### src/rtl/button_gesture_decoder.sv
// button_gesture_decoder: classifies a debounced button level into click/long/repeat pulses
//   clk, reset (sync, active-high)
//   enable        1=decode, 0=hold in IDLE with outputs suppressed
//   btn           debounced button level, 1=pressed
//   press_pulse / release_pulse             one-cycle edge pulses
//   single_click / double_click / long_press / repeat_pulse  one-cycle gesture pulses
//   held          level, high while in the long-press state
module button_gesture_decoder #(
   parameter int LONG_PRESS_CYCLES = 50_000_000,
   parameter int DOUBLE_GAP_CYCLES = 12_500_000,
   parameter int REPEAT_CYCLES     = 5_000_000
) (
   input  logic clk,
   input  logic reset,
   input  logic enable,
   input  logic btn,
   output logic press_pulse,
   output logic release_pulse,
   output logic single_click,
   output logic double_click,
   output logic long_press,
   output logic repeat_pulse,
   output logic held
);
   localparam int LG   = LONG_PRESS_CYCLES > DOUBLE_GAP_CYCLES ? LONG_PRESS_CYCLES : DOUBLE_GAP_CYCLES;
   localparam int MAXC = LG > REPEAT_CYCLES ? LG : REPEAT_CYCLES;
   localparam int CW   = $clog2(MAXC + 1);
   localparam logic [CW-1:0] LONG_T = CW'(LONG_PRESS_CYCLES - 1);
   localparam logic [CW-1:0] GAP_T  = CW'(DOUBLE_GAP_CYCLES - 1);
   localparam logic [CW-1:0] REP_T  = CW'(REPEAT_CYCLES == 0 ? 0 : REPEAT_CYCLES - 1);
   typedef enum logic [2:0] {IDLE, PRESS1, WAIT2, PRESS2, LONG} state_t;
   state_t state_q, state_d;
   logic [CW-1:0] cnt_q, cnt_d;
   logic btn_prev_q;
   logic [6:0] out_q, out_d;
   logic rise, fall, sc, dc, lp, rp, reload;
   assign rise = btn & ~btn_prev_q;
   assign fall = ~btn & btn_prev_q;
   always_comb begin
      state_d = state_q;
      sc      = 1'b0;
      dc      = 1'b0;
      lp      = 1'b0;
      rp      = 1'b0;
      reload  = 1'b0;
      case (state_q)
         IDLE:    if (rise) state_d = PRESS1;
         PRESS1:  if (!btn) state_d = WAIT2;
                  else if (cnt_q == LONG_T) begin lp = 1'b1; state_d = LONG; end
         // a press on the same edge as gap expiry still counts as the second click
         WAIT2:   if (btn) state_d = PRESS2;
                  else if (cnt_q == GAP_T) begin sc = 1'b1; state_d = IDLE; end
         PRESS2:  if (!btn) begin dc = 1'b1; state_d = IDLE; end
         LONG:    if (!btn) state_d = IDLE;
                  else if (REPEAT_CYCLES != 0 && cnt_q == REP_T) begin rp = 1'b1; reload = 1'b1; end
         default: state_d = IDLE;
      endcase
      // counter idles at zero and saturates so it can never wrap
      cnt_d = (state_d != state_q || reload || state_q == IDLE) ? '0 : (&cnt_q ? cnt_q : cnt_q + 1'b1);
      out_d = {rise, fall, sc, dc, lp, rp, state_d == LONG};
      if (!enable) begin
         state_d = IDLE;
         cnt_d   = '0;
         out_d   = '0;
      end
   end
   always_ff @(posedge clk) begin
      if (reset) begin
         state_q    <= IDLE;
         cnt_q      <= '0;
         btn_prev_q <= 1'b0;
         out_q      <= '0;
      end else begin
         state_q    <= state_d;
         cnt_q      <= cnt_d;
         btn_prev_q <= btn;
         out_q      <= out_d;
      end
   end
   assign {press_pulse, release_pulse, single_click, double_click, long_press, repeat_pulse, held} = out_q;
endmodule

### config.mk
export PLATFORM = sky130hd
export DESIGN_NAME = button_gesture_decoder
export DESIGN_NICKNAME = d
export VERILOG_FILES = /design/src/rtl/button_gesture_decoder.sv
export SDC_FILE = /design/constraint.sdc
export NUM_CORES = 1
export LEC_CHECK = 0
export ABC_AREA = 1
export CORE_UTILIZATION = 50
export DETAILED_ROUTE_END_ITERATION = 6
export GPL_TIMING_DRIVEN = 0
export HOLD_SLACK_MARGIN = 0.02
export PLACE_DENSITY = 0.77
export SETUP_SLACK_MARGIN = 0.05
export SYNTH_ARGS = -nofsm -noshare
export SYNTH_HDL_FRONTEND = slang
export SYNTH_SLANG_ARGS = --single-unit
### constraint.sdc
create_clock -name clk -period 3.4 [get_ports clk]
set_clock_uncertainty 0.15 [all_clocks]
set_input_delay 0.68 -clock clk [delete_from_list [all_inputs] [get_ports clk]]
set_output_delay 0.68 -clock clk [all_outputs]
set_load 0.01 [all_outputs]
* Yosys cells after proc, flatten, opt, wreduce, memory -nomap -nowiden
Index checks and enable logic that the tools add are counted.
** Cells by class
- Add/sub/neg operators :: 1
- Equality and inequality tests :: 9
- Multiplexer cells :: 13
- Bitwise gates (word level) :: 8
- Reductions and logical operators :: 10
** Operators by type and width (number)
- $add 26x1->26 const B :: 1
- $eq 26x23->1 const B :: 1
- $eq 26x24->1 const B :: 1
- $eq 26x26->1 const B :: 1
- $reduce_and 26->1 :: 1
- $mux 3 :: 6
- $pmux 3 s4 :: 1
- $reduce_or 4->1 :: 2
- $eq 3x2->1 const B :: 2
- $eq 3x3->1 const B :: 2
- $mux 1 :: 6
- $not 1->1 :: 6
- $reduce_or 3->1 :: 2
- $reduce_or 2->1 :: 2
- $eq 3x1->1 const B :: 1
- $logic_not 3->1 :: 1
- $ne 3x3->1 :: 1
- $and 1x1->1 :: 2
- $logic_or 1x1->1 :: 2
** Word-level totals
- Flip-flop bits (word level) :: 37
- Logic and storage cells :: 48

* Longest topological paths before layout
- Word-level depth :: 8
- Mapped depth :: 12
- Mapped depth without buffers :: 11

* Least setup slack after synthesis
No wires, ideal clock.
- Path kind :: reg-to-reg
- From :: register cnt_q[0]
- To :: register cnt_q[24]
- Library setup time :: 122 ps
- Arrival :: 1598 ps
- Required time :: 3128 ps
- Setup slack :: 1530 ps
- Stages on the path, launching flop included :: 12
- Period minus slack after synthesis :: 1870 ps
- Cell sequence :: dfxtp_1 -> ha_1 -> nand3_4 -> clkinv_4 -> nand2_2 -> nor2_1 -> nand2_1 -> nand2_2 -> nand3_1 -> nand2_4 -> buf_6 -> nor3_2
** On the way
- Longest elaborated chain between the ends :: 8
- Elaborated cells on any way between the ends :: 17
- Classes of those cells :: 1 x add/sub; 4 x eq/ne; 8 x mux; 4 x reduce/logical
** Ends and longest elaborated chain
- start: declaration :: RTL line 33 : logic [CW-1:0] cnt_q, cnt_d;
- start signal: assignment :: RTL line 75 : cnt_q <= cnt_d;
- $eq 26x24->1 / $eq 26x26->1 (equally long branches) :: RTL line 52, 49
- $mux 3 (on tied branches) :: RTL line 52, 49
- $mux 3 (on tied branches) :: RTL line 51, 48
- $pmux 3 s4 :: RTL line 46 : case (state_q)
- $ne 3x3->1 :: RTL line 59 : cnt_d = (state_d != state_q || reload || state_q == IDLE) ? '0 : (&cnt_q ? cnt_q : cnt_q + 1'b1);
- $logic_or 1x1->1 (2 in series) :: RTL line 59
- $reduce_or 3->1 (no line)
Several ways; a longest one is shown, not always the timed one.
A chain may end at the register's enable or synchronous reset.

* Worst setup path in the final report
- From :: input btn
- To :: register cnt_q[17]
** On the way
- Longest elaborated chain between the ends :: 7
- Elaborated cells on any way between the ends :: 12
- Classes of those cells :: 1 x eq/ne; 7 x mux; 1 x bitwise; 3 x reduce/logical
** Ends and longest elaborated chain
- start: declaration :: RTL line 16 : input logic btn,
- $and 1x1->1 :: RTL line 37 : assign rise = btn & ~btn_prev_q;
- $mux 3 :: RTL line 47 : IDLE: if (rise) state_d = PRESS1;
- $pmux 3 s4 :: RTL line 46
- $ne 3x3->1 :: RTL line 59
- $logic_or 1x1->1 (*) (2 in series) :: RTL line 59
- $reduce_or 3->1 (no line) (*)
Every way passes the cells marked *; elsewhere a longest branch is shown, timed or not.

==> results.json <==
{
  "ys_seq_elements": 37,
  "cp.required_ps": 3480,
  "drtIter0Drc": 232,
  "rows": 25,
  "drv_slew": 0,
  "nNetsFinal": 399,
  "critPathMaxFanout": 10,
  "n_antenna_cell": 0,
  "gp_congestion": 0.941,
  "start_util": 0.520,
  "tightestPinTransition_ps": 428,
  "power_density_nw_per_um2": 319,
  "postSynthAreaPerCell_sq_um": 6.55,
  "p_leak_uw": 0.000964,
  "ir_worst_vdd_mv": 0.185,
  "tns_ps": 0,
  "r2r_start": "cnt_q[0]",
  "end_kind": "register",
  "syn_area_sq_um": 2470,
  "grt_pass1_wl_um": 10400,
  "hp-start": "btn_prev_q",
  "min_period_over_period": 0.733,
  "clockBufferDepth": 2,
  "ys_top_cells_by_area": "dfxtp_1, nand2_1, nor2_1",
  "coreArea_sq_um": 4750,
  "synthTopCellsByCount": "nand2_1, nor2_1, dfxtp_1",
  "wire_per_inst_um": 13.5,
  "cap_violations": 0,
  "via_per_inst": 5.24,
  "postCtsSetupBuffers": 0,
  "rsz0062_at_grt": "no",
  "overflow": 0,
  "start_kind": "input port",
  "worstPathArrival_ps": 2570,
  "antenna_found_initial": 0,
  "startpoint": "btn",
  "io_buffers": 10,
  "dr.pass1.iters": 5,
  "h-tree-depth": 2,
  "fin_ws_ps": 907,
  "root_buffer": "clkbuf_8",
  "hold_buffers": 0,
  "yosysSeqAreaShare": 0.300,
  "cts_resized": 0,
  "wl_um": 6220,
  "pre_cts_ws_ps": 711,
  "hp-class": "reg2reg",
  "cts_made_buffers": 5,
  "via_count": 2420,
  "synth_top_area_share": 0.300,
  "die_w_um": 72.3,
  "synth_edf_count": 0,
  "synthCells": 377,
  "slew-limit-headroom": 0.714,
  "grt.total_usage": 0.261,
  "clk_pin_slew_ps": 80,
  "finalSetupViolations": 0,
  "fp.dieArea_sq_um": 5230,
  "grt_pass1_vias": 2197,
  "max_freq_ghz": 0.401,
  "drc_errors": 0,
  "cts_tree": "built",
  "status": "complete, no violations",
  "path_class": "in2reg",
  "ios": 11,
  "yosysWarnings": 0,
  "syn_nets": 382,
  "dpl.hpwl_um": 4680,
  "area_growth_pct": 12.2,
  "synthFlopType": "dfxtp_1",
  "die_h_um": 72.3,
  "async_reset_ff_frac": 0,
  "layout_min_cycle_time_ps": 2490,
  "drive_above_1_share": 0.139,
  "clock_sinks": 37,
  "synth_top_area_cell": "dfxtp_1",
  "grt_max_degree": 12,
  "clock_latency_ps": 300,
  "finalHoldViolations": 0,
  "synth.most_common_cell": "nand2_1",
  "final_antenna_net_count": 0,
  "synth_cell_types": 28
}
[power breakdown]
| group | internal, uW | switching [uW] | total, uW |
|---|---|---|---|
| combinational | 16.3 | 34.3 | 50.5 |
| clock | 239 | 158 | 397 |
| sequential | 435 | 1.43 | 437 |
[layout by cell type (no fill, tap or decap)]
cell / instances
buf_6: 6
o21ai_0: 2
nor2_1: 93
clkdlybuf4s50_1: 10
ha_1: 1
xor2_1: 14
nor2_2: 1
o211ai_1: 1
nand2_4: 1
clkinv_4: 1
inv_1: 33
nor3_1: 8
nor4_1: 3
nand2_2: 9
bufinv_16: 1
nor2_4: 3
o31ai_1: 1
clkbuf_8: 6
nand4_1: 4
nor3_2: 23
nand2_1: 98
a21oi_1: 2
clkinv_2: 1
clkinv_1: 1
clkbuf_1: 1
nand3_4: 1
nand3b_1: 4
nand3_2: 1
nand3_1: 26
dfxtp_1: 37
nor3_4: 1
xnor2_1: 1
[logic make-up after synthesis]
kind of cell	synth area share
compound gates	0.0142
fa+ha+maj	0.00506
buf+inv	0.0846
xor+xnor	0.0532
simple gates	0.543
flops	0.300
[cell type report]
cell class / instances / area [sq um]
tap: 67 / 83.8
sequential: 37 / 741
inverter: 36 / 141
timing repair buffer: 10 / 100
clock inverter: 1 / 30.0
fill: 474 / 1980
multi-input combinational: 298 / 1520
buffer: 6 / 67.6
clock buffer: 7 / 86.3
[critical path, cell delays in order]
cell and delay [ps]:
clkdlybuf4s50_1 530, clkinv_1 250, o21ai_0 290, nand2_1 110, nand2_1 80, nand3_2 250, buf_6 270, nor3_2 110
[layer usage]
| layer | vias up | track usage | routed length [um] |
|---|---|---|---|
| li1 | 1222 | - | - |
| met1 | 1079 | 0.339 | 2780 |
| met2 | 94 | 0.415 | 2860 |
| met3 | 25 | 0.0542 | 377 |
| met4 | 0 | 0.120 | 205 |
| met5 | - | 0 | 0 |
[final timing paths]
check         endpoint  slack [ps]  cells past startpoint
max reg2reg  cnt_q[24]        1080                      9
min           out_q[6]         280                      1
max          cnt_q[17]         910                      8
min reg2reg   out_q[6]         280                      1
[metrics by stage]
stage | std cells | hold WS (ps) | utilization | area [sq um] | total power [uW]
global route | 462 | 302 | 0.583 | 2770 | 911
finish | 462 | 282 | 0.583 | 2770 | 884
CTS | 462 | 282 | 0.583 | 2770 | 889
detailed placement | 454 | 260 | 0.558 | 2660 | 497
floorplan | 377 | 247 | - | 2470 | 483
global placement | 454 | 266 | 0.558 | 2660 | 497
[registers in the layout, summed over array words and instances, names as in the netlist]
register,cells
btn_prev_q,1
cnt_q,26
out_q,7
state_q,3
Power figures use the tool's default switching activity.
